`src/rtl/host_cmd_deframer_pkg.sv`:
```
// rtl/host_cmd_deframer_pkg.sv - shared frame field widths, parser states and command codes
package host_cmd_deframer_pkg;

    localparam int WORD_W = 16;
    localparam int DEST_W = 8;
    localparam int CMD_W  = 8;
    localparam int LEN_W  = 24;
    localparam int CSUM_W = 32;

    typedef enum logic [2:0] {
        S_DEST,
        S_CMD,
        S_LEN_HI,
        S_LEN_LO,
        S_DATA,
        S_CSUM_HI,
        S_CSUM_LO
    } state_e;

    // Host command codes; the deframer passes cmd through without decoding it.
    localparam logic [CMD_W-1:0] CMD_NOP    = 8'h00;
    localparam logic [CMD_W-1:0] CMD_READ   = 8'h10;
    localparam logic [CMD_W-1:0] CMD_WRITE  = 8'h20;
    localparam logic [CMD_W-1:0] CMD_ERASE  = 8'h30;
    localparam logic [CMD_W-1:0] CMD_STATUS = 8'h40;

    // Running payload checksum: plain 32-bit sum of zero-extended words.
    function automatic logic [CSUM_W-1:0] csum_add(input logic [CSUM_W-1:0] acc,
                                                   input logic [WORD_W-1:0] w);
        return acc + {{(CSUM_W-WORD_W){1'b0}}, w};
    endfunction

endpackage

```
`src/rtl/host_cmd_deframer.sv`:
```
// rtl/host_cmd_deframer.sv - host word stream to header + payload stream deframer with checksum and idle timeout
module host_cmd_deframer
    import host_cmd_deframer_pkg::*;
#(
    parameter int host_width     = 16,
    parameter int timeout_cycles = 65535
) (
    input  logic                  clk,
    input  logic                  reset,
    input  logic [host_width-1:0] in_data,
    input  logic                  in_valid,
    output logic                  in_ready,
    output logic [DEST_W-1:0]     dest,
    output logic [CMD_W-1:0]      cmd,
    output logic [LEN_W-1:0]      length,
    output logic                  hdr_valid,
    output logic [host_width-1:0] out_data,
    output logic                  out_valid,
    input  logic                  out_ready,
    output logic                  out_last,
    output logic                  frame_done,
    output logic                  csum_ok,
    output logic                  timeout_err
);

    localparam int TO_W = $clog2(timeout_cycles + 1);
    localparam logic [TO_W-1:0] TO_LIMIT = TO_W'(timeout_cycles);

    state_e                state_q, state_d;
    logic [TO_W-1:0]       to_q, to_d;
    logic [DEST_W-1:0]     dest_q;
    logic [CMD_W-1:0]      cmd_q;
    logic [LEN_W-1:0]      length_q;
    logic [LEN_W-1:0]      cnt_q;
    logic [CSUM_W-1:0]     acc_q;
    logic [WORD_W-1:0]     csum_hi_q;
    logic                  hdr_valid_q;
    logic                  frame_done_q;
    logic                  csum_ok_q;
    logic                  timeout_err_q;
    logic [host_width-1:0] out_data_q;
    logic                  out_valid_q;
    logic                  out_last_q;

    logic                  in_rdy;
    logic                  xfer;
    logic                  abort;
    logic                  last_word;

    // Next-state, handshake and idle-timeout decisions for the frame parser.
    always_comb begin
        state_d   = state_q;
        in_rdy    = 1'b1;
        to_d      = '0;
        abort     = 1'b0;
        if (state_q == S_DATA) begin
            in_rdy = !out_valid_q || out_ready;
        end
        xfer      = in_valid && in_rdy;
        last_word = ((cnt_q + LEN_W'(1)) == length_q);
        if (state_q != S_DEST && !xfer) begin
            to_d = to_q + TO_W'(1);
            if (to_d == TO_LIMIT) begin
                abort = 1'b1;
                to_d  = '0;
            end
        end
        if (abort) begin
            state_d = S_DEST;
        end else if (xfer) begin
            case (state_q)
                S_DEST:    state_d = S_CMD;
                S_CMD:     state_d = S_LEN_HI;
                S_LEN_HI:  state_d = S_LEN_LO;
                S_LEN_LO:  state_d = ({length_q[LEN_W-1:16], in_data} != '0) ? S_DATA : S_CSUM_HI;
                S_DATA:    state_d = last_word ? S_CSUM_HI : S_DATA;
                S_CSUM_HI: state_d = S_CSUM_LO;
                S_CSUM_LO: state_d = S_DEST;
                default:   state_d = S_DEST;
            endcase
        end
    end

    // Parser state and idle counter.
    always_ff @(posedge clk) begin
        if (reset) begin
            state_q <= S_DEST;
            to_q    <= '0;
        end else begin
            state_q <= state_d;
            to_q    <= to_d;
        end
    end

    // Header fields, payload counter, checksum accumulator and status pulses.
    always_ff @(posedge clk) begin
        if (reset) begin
            dest_q        <= '0;
            cmd_q         <= '0;
            length_q      <= '0;
            cnt_q         <= '0;
            acc_q         <= '0;
            csum_hi_q     <= '0;
            hdr_valid_q   <= 1'b0;
            frame_done_q  <= 1'b0;
            csum_ok_q     <= 1'b0;
            timeout_err_q <= 1'b0;
        end else begin
            hdr_valid_q   <= 1'b0;
            frame_done_q  <= 1'b0;
            csum_ok_q     <= 1'b0;
            timeout_err_q <= abort;
            if (xfer) begin
                case (state_q)
                    S_DEST: begin
                        dest_q <= in_data[DEST_W-1:0];
                        acc_q  <= '0;
                        cnt_q  <= '0;
                    end
                    S_CMD:    cmd_q <= in_data[CMD_W-1:0];
                    S_LEN_HI: length_q[LEN_W-1:16] <= in_data[7:0];
                    S_LEN_LO: begin
                        length_q[15:0] <= in_data;
                        hdr_valid_q    <= 1'b1;
                    end
                    S_DATA: begin
                        acc_q <= csum_add(acc_q, in_data);
                        cnt_q <= cnt_q + LEN_W'(1);
                    end
                    S_CSUM_HI: csum_hi_q <= in_data;
                    S_CSUM_LO: begin
                        frame_done_q <= 1'b1;
                        csum_ok_q    <= ({csum_hi_q, in_data} == acc_q);
                    end
                    default: ;
                endcase
            end
        end
    end

    // Single-entry payload register; an aborted frame still drains what it holds.
    always_ff @(posedge clk) begin
        if (reset) begin
            out_data_q  <= '0;
            out_valid_q <= 1'b0;
            out_last_q  <= 1'b0;
        end else if (xfer && state_q == S_DATA) begin
            out_data_q  <= in_data;
            out_valid_q <= 1'b1;
            out_last_q  <= last_word;
        end else if (out_ready) begin
            out_valid_q <= 1'b0;
            out_last_q  <= 1'b0;
        end
    end

    assign in_ready    = in_rdy;
    assign dest        = dest_q;
    assign cmd         = cmd_q;
    assign length      = length_q;
    assign hdr_valid   = hdr_valid_q;
    assign out_data    = out_data_q;
    assign out_valid   = out_valid_q;
    assign out_last    = out_last_q;
    assign frame_done  = frame_done_q;
    assign csum_ok     = csum_ok_q;
    assign timeout_err = timeout_err_q;

endmodule

```
`config.mk`:
```
export PLATFORM = sky130hd
export DESIGN_NAME = host_cmd_deframer
export DESIGN_NICKNAME = d
export VERILOG_FILES = /design/src/rtl/host_cmd_deframer_pkg.sv /design/src/rtl/host_cmd_deframer.sv
export SDC_FILE = /design/constraint.sdc
export NUM_CORES = 1
export LEC_CHECK = 0
export BUFFER_PORTS_ARGS = -buffer_cell sky130_fd_sc_hd__clkbuf_2
export CAP_MARGIN = 0
export CORE_MARGIN = 2
export CORE_UTILIZATION = 55
export CTS_CLUSTER_SIZE = 25
export DETAILED_ROUTE_END_ITERATION = 8
export GPL_TIMING_DRIVEN = 0
export HOLD_SLACK_MARGIN = 0.05
export PLACE_DENSITY = 0.75
export SYNTH_ARGS = -nofsm -noshare
export SYNTH_HDL_FRONTEND = slang
export SYNTH_SLANG_ARGS = --single-unit
```
`constraint.sdc`:
```
create_clock -name clk -period 4.7 [get_ports clk]
set_input_delay 0.47 -clock clk [delete_from_list [all_inputs] [get_ports clk]]
set_output_delay 0.47 -clock clk [all_outputs]
set_load 0.01 [all_outputs]
```
# Word-level counts from Yosys, hierarchy flattened
# Cells that the tools add are included.
word_totals:
  register_bits: 153
  input_bits: 20
  out_inout_bits: 63
  wordCells: 65
classes:
  add_sub_neg: 3
  eq_ne: 9
  muxes: 13
  bitwise: 3
  n_reduce_logical: 21
ops:
  columns: ["op", "n"]
  rows:
  - ["32-bit one-hot mux with 2 select lines", 1]
  - ["24-bit one-hot mux with 2 select lines", 1]
  - ["32-bit by 16-bit adder with 32-bit output", 1]
  - ["32-bit == test", 1]
  - ["24-bit by 1-bit adder with 24-bit output, second input constant", 1]
  - ["24-bit == test", 1]
  - ["24-bit nonzero test", 1]
  - ["3-bit one-hot mux with 6 select lines", 1]
  - ["16-bit by 1-bit adder with 16-bit output, second input constant", 1]
  - ["16-bit == test, second input constant", 1]
  - ["2-bit AND reduction", 6]
  - ["1-bit 2-to-1 mux", 10]
  - ["3-bit == test, second input constant", 3]
  - ["3-bit by 2-bit == test with 1-bit output, second input constant", 2]
  - ["3-bit OR reduction", 2]
  - ["2-bit nonzero test", 2]
  - ["2-bit OR reduction", 2]
  - ["3-bit by 1-bit == test with 1-bit output, second input constant", 1]
  - ["1-bit logical AND", 3]
  - ["3-bit zero test", 1]
  - ["1-bit NOT", 3]
  - ["3-bit nonzero test", 1]
  - ["1-bit zero test", 2]
  - ["1-bit logical OR", 1]

# Logic depth before layout (Yosys ltp)
logic_depth:
  word_depth: 8
  depth_mapped: 10
  mapped_depth_nobuf: 9

# Least setup slack after synthesis
# Ideal clock, no wire load.
synth_path:
  path_type: "input to register"
  from: "input port in_data[0]"
  to: "register acc_q[24]"
  setup_ns: 0.125
  t_arrival_ns: 2.573
  path_slack_ns: 2.002
  cell_stages: 10
  path_cell_list: "ha_1 fa_1 a211oi_1 o21a_1 o21ai_0 a31o_2 a211oi_1 buf_2 nor3b_1 mux2i_1"
synth_via:
  elab_chain_len: 2
synth_lines:
  columns: ["element", "line_no", "text"]
  rows:
  - ["from (decl)", "host_cmd_deframer.sv:10", "input logic [host_width-1:0] in_data,"]
  - ["32-bit by 16-bit adder with 32-bit output", "host_cmd_deframer_pkg.sv:30", "return acc + {{(CSUM_W-WORD_W){1'b0}}, w};"]
  - ["32-bit one-hot mux with 2 select lines", "host_cmd_deframer.sv:114", "case (state_q)"]
  - ["to (signal assigned)", "host_cmd_deframer.sv:127", "acc_q <= csum_add(acc_q, in_data);"]
  - ["to (decl)", "host_cmd_deframer.sv:35", "logic [CSUM_W-1:0] acc_q;"]
# Every way passes these cells.
# A chain may end at the register's enable or synchronous reset.

# Final worst setup path
layout_path:
  from: "input port in_data[0]"
  to: "register acc_q[16]"
# The elaborated chain is that of the path after synthesis.

==> results.txt <==
----------------------------------------------------
[Outcome]
  Outcome ... completed

[STA]
  Max-slew headroom at the worst pin ... 0.227
  Final Cycle Share ... 0.685
  TNS Setup ... 0 ns
  Final hold violations ... 0
  Final count of pins violating max slew ... 0
  Number of failing setup endpoints in the final timing report ... 0
  Worst-margin pin slew ... 1.15 ns
  Time the worst path needs with I/O delays and setup ... 3.22 ns
  Highest Clock Rate ... 310 MHz
  Worst Skew ... 0.00911 ns
  Unrepaired setup endpoints after global routing ... no

[Synthesis]
  Post-synthesis cell type count ... 73
  Top cells by count, synth ... nand2_1, dfxtp_1, a21oi_1, nor2_1, xnor2_1
  Cell accounting for the most synthesized area ... dfxtp_1
  Prevailing post-synth register cell ... dfxtp_1
  Most instantiated library cell after synthesis ... nand2_1
  Total number of yosys warnings ... 0
  Cell types with the largest area share after synthesis ... dfxtp_1, nand2_1, a21oi_1, xnor2_1, ha_1
  Sequential element share of the synthesized area ... 0.369
  Mapped cell area ... 8300 µm²
  Fraction of registers with async set or reset after synthesis ... 0
  Synthesized area divided by synthesized cell count ... ~7.7 µm²
  Count of state elements after synthesis ... ~150
  Syn Inst Count ... 1074
  Area fraction of the dominant cell type after synthesis ... 0.369
  Number of nets in the synthesized netlist ... roughly 1100
  Number of enable-type register cells in the synthesized netlist ... 0

[Critical path]
  Req. time, crit path ... a little over 5 ns
  Crit-path max FO ... 10
  Worst path max stage delay ... about 0.6 ns
  Number of buffer and inverter instances along the worst setup path ... 2
  Class of the most critical setup path ... input pin to flip-flop
  Endpoint arrival time on the critical path ... 3.56 ns
  Gate family responsible for the most delay along the worst path ... compound AO/OA/AOI/OAI gates
  CP Cell Sequence ... clkbuf_2 -> ha_1 -> fa_1 -> a211oi_1 -> o21a_1 -> o21ai_0 -> a31o_2 -> a211oi_1 -> buf_2 -> o21ai_0 -> a21oi_1
  Nature of the critical path endpoint ... flip-flop
  Slowest cell on the critical path ... a211oi_1
  Category of the worst setup path launch point ... input pin

[Clock network]
  Clock buffer count from CTS ... 17
  Clock-pin slew of the registers on the worst-case setup and hold paths ... approximately 0.06 ns
  Setup Buffers After CTS ... 0
  Number of buffers added to fix hold violations after cts ... 0
  CTS root buffer ... clkbuf_16
  Count of cells resized by post-cts repair ... 0
  Clock latency on the worst-skew pair ... ~0.42 ns
  Clock sink count ... approximately 150
  # H-tree levels ... 4
  Clock tree from TritonCTS ... yes
  Maximum clock insertion buffer count ... 2

[Layout]
  Antenna cells ... 0
  Post-route cell area ... 9510 µm²
  Number of filler instances in the final layout ... 1301
  Layout overhead on the synthesized area ... 14.6%
  Number of nets in the layout ... 1214
  Footprint of the flip-flops and latches ... 3060 µm²
  Core Util, Final ... 0.649
  Area taken by multi-input logic gates ... 4900 µm²
  Share of layout cells above drive strength 1 ... 0.130

[Drt]
  Per-cell via count in the routed design ... ~6.1
  Antenna Nets Post-Route ... 0
  Vias ... roughly 8400
  Post-DR wirelength/cell ... 18.4 µm
  Wirelength, routed ... 25200 µm
  DRC marker count from the first detailed-route iteration ... 760
  Drc violations ... 0
  Number of iterations in the first detailed-routing pass ... 7

[Worst hold path]
  Worst min-delay path class ... input pin to flip-flop

[Floorplan]
  Full die area ... 16100 µm²
  Core Box Area ... 14600 µm²
  Row count ... 44
  Number of top-level design ports ... 83
  Vert. Die Dim ... ~130 µm
  Starting Density ... 0.567
  Floorplan die width ... 127 µm

[Pwr]
  Cell area power density ... roughly 300 nW/µm²
  Leakage power ... 0.00350 µW
  Largest vdd supply drop ... 0.282 mV

[GRT]
  Maximum number of pins on one net before global-route repair ... 17
  Global-route wire length before repair ... 39700 µm
  Vias in the first global route ... ~7500
  Initial antenna violation count ... 0
  Leftover overflow at the end of global routing ... 0
  Combined global-route utilization of all metal layers ... 0.313

[Placement]
  Total placed instance area ... 8930 µm²
  Count of input and output buffers ... 81
  Placed wire-length estimate after detailed placement ... 18100 µm
  Routability-driven placement congestion ratio ... 0.960

[Flow run]
  Number of max-cap violations ... 0

----------------------------------------------------
-- where the power goes --
| group | internal [µW] | total [µW] | switching (µW) |
|---|---|---|---|
| Clock | 766 | 1340 | 573 |
| Sequential | 1310 | 1320 | 11.9 |
| Combinational | 57.0 | 210 | 153 |
| Total | 2130 | 2870 | 737 |
-- cell type report --
class | instances | area share
multi-input combinational | 844 | 0.516
sequential | 153 | 0.322
clock buffer | 21 | 0.0484
timing repair buffer | 81 | 0.0426
buffer | 62 | 0.0292
tap | 184 | 0.0242
clock inverter | 11 | 0.0120
inverter | 15 | 0.00592
-- path summary, 6_finish.rpt --
| kind | start | endpoint | slack (ns) | depth (start not counted) |
|---|---|---|---|---|
| setup reg to reg | acc_q[0] | acc_q[16] | 1.49 | 10 |
| hold reg to reg | acc_q[9] | acc_q[9] | 0.46 | 2 |
| setup / recovery | in_data[0] | acc_q[16] | 1.48 | 11 |
| hold / removal | in_data[14] | out_data[14] | 0.43 | 3 |
-- state kept, by name (all words and copies together) (netlist names) --
signal / cells
acc_q: 32
cmd: 8
cnt_q: 24
csum_hi_q: 16
csum_ok: 1
dest: 8
frame_done: 1
hdr_valid: 1
length: 24
out_data: 16
out_last: 1
out_valid: 1
state_q: 3
timeout_err: 1
to_q: 16
-- stage by stage --
step | power (µW) | hold slack [ns] | setup slack [ns] | instances
floorplan | 1460 | 0.436 | 2.00 | 1074
global placement | 1550 | 0.441 | 1.11 | 1339
detailed placement | 1550 | 0.449 | 1.16 | 1339
CTS | 2870 | 0.407 | 1.55 | 1371
global route | 2960 | 0.413 | 1.41 | 1371
finish | 2870 | 0.431 | 1.48 | 1371
-- kinds of logic after synthesis --
group           Yosys count  synth area share
xor+xnor                 69            0.0728
simple gates            495             0.289
mux                       9            0.0110
buf+inv                  77            0.0403
flops                   153             0.369
compound gates          251             0.187
fa+ha+maj                20            0.0311
-- cell usage in the layout, fill, tap and decap left out, drive strengths merged, types with 9 or more instances in the layout --
master,instances
nand4,22
a22oi,10
and4,9
xor2,27
inv,18
nand3,41
nor2,56
nand2,226
and3,13
dfxtp,153
and2,13
nor4,19
or3,12
a21oi,125
nor3,40
o31ai,9
o21ai,35
clkbuf,142
ha,19
xnor2,42
buf,22
a21o,13
-- per-layer routing --
layer,global-route usage,share of wire,vias to the layer above
met5,0,0,-
met4,0.131,0.039,0
met3,0.0835,0.090,82
met2,0.482,0.44,360
met1,0.418,0.43,3911
li1,-,-,4014
-- worst min-delay path: cells and delay by family --
family,cells,cell delay [ns]
buffers and inverters,1,0.19
and+or+nand+nor,1,0.10
AOI/OAI and AO/OA,1,0.05
No activity file was read; power rests on OpenSTA's default activity.
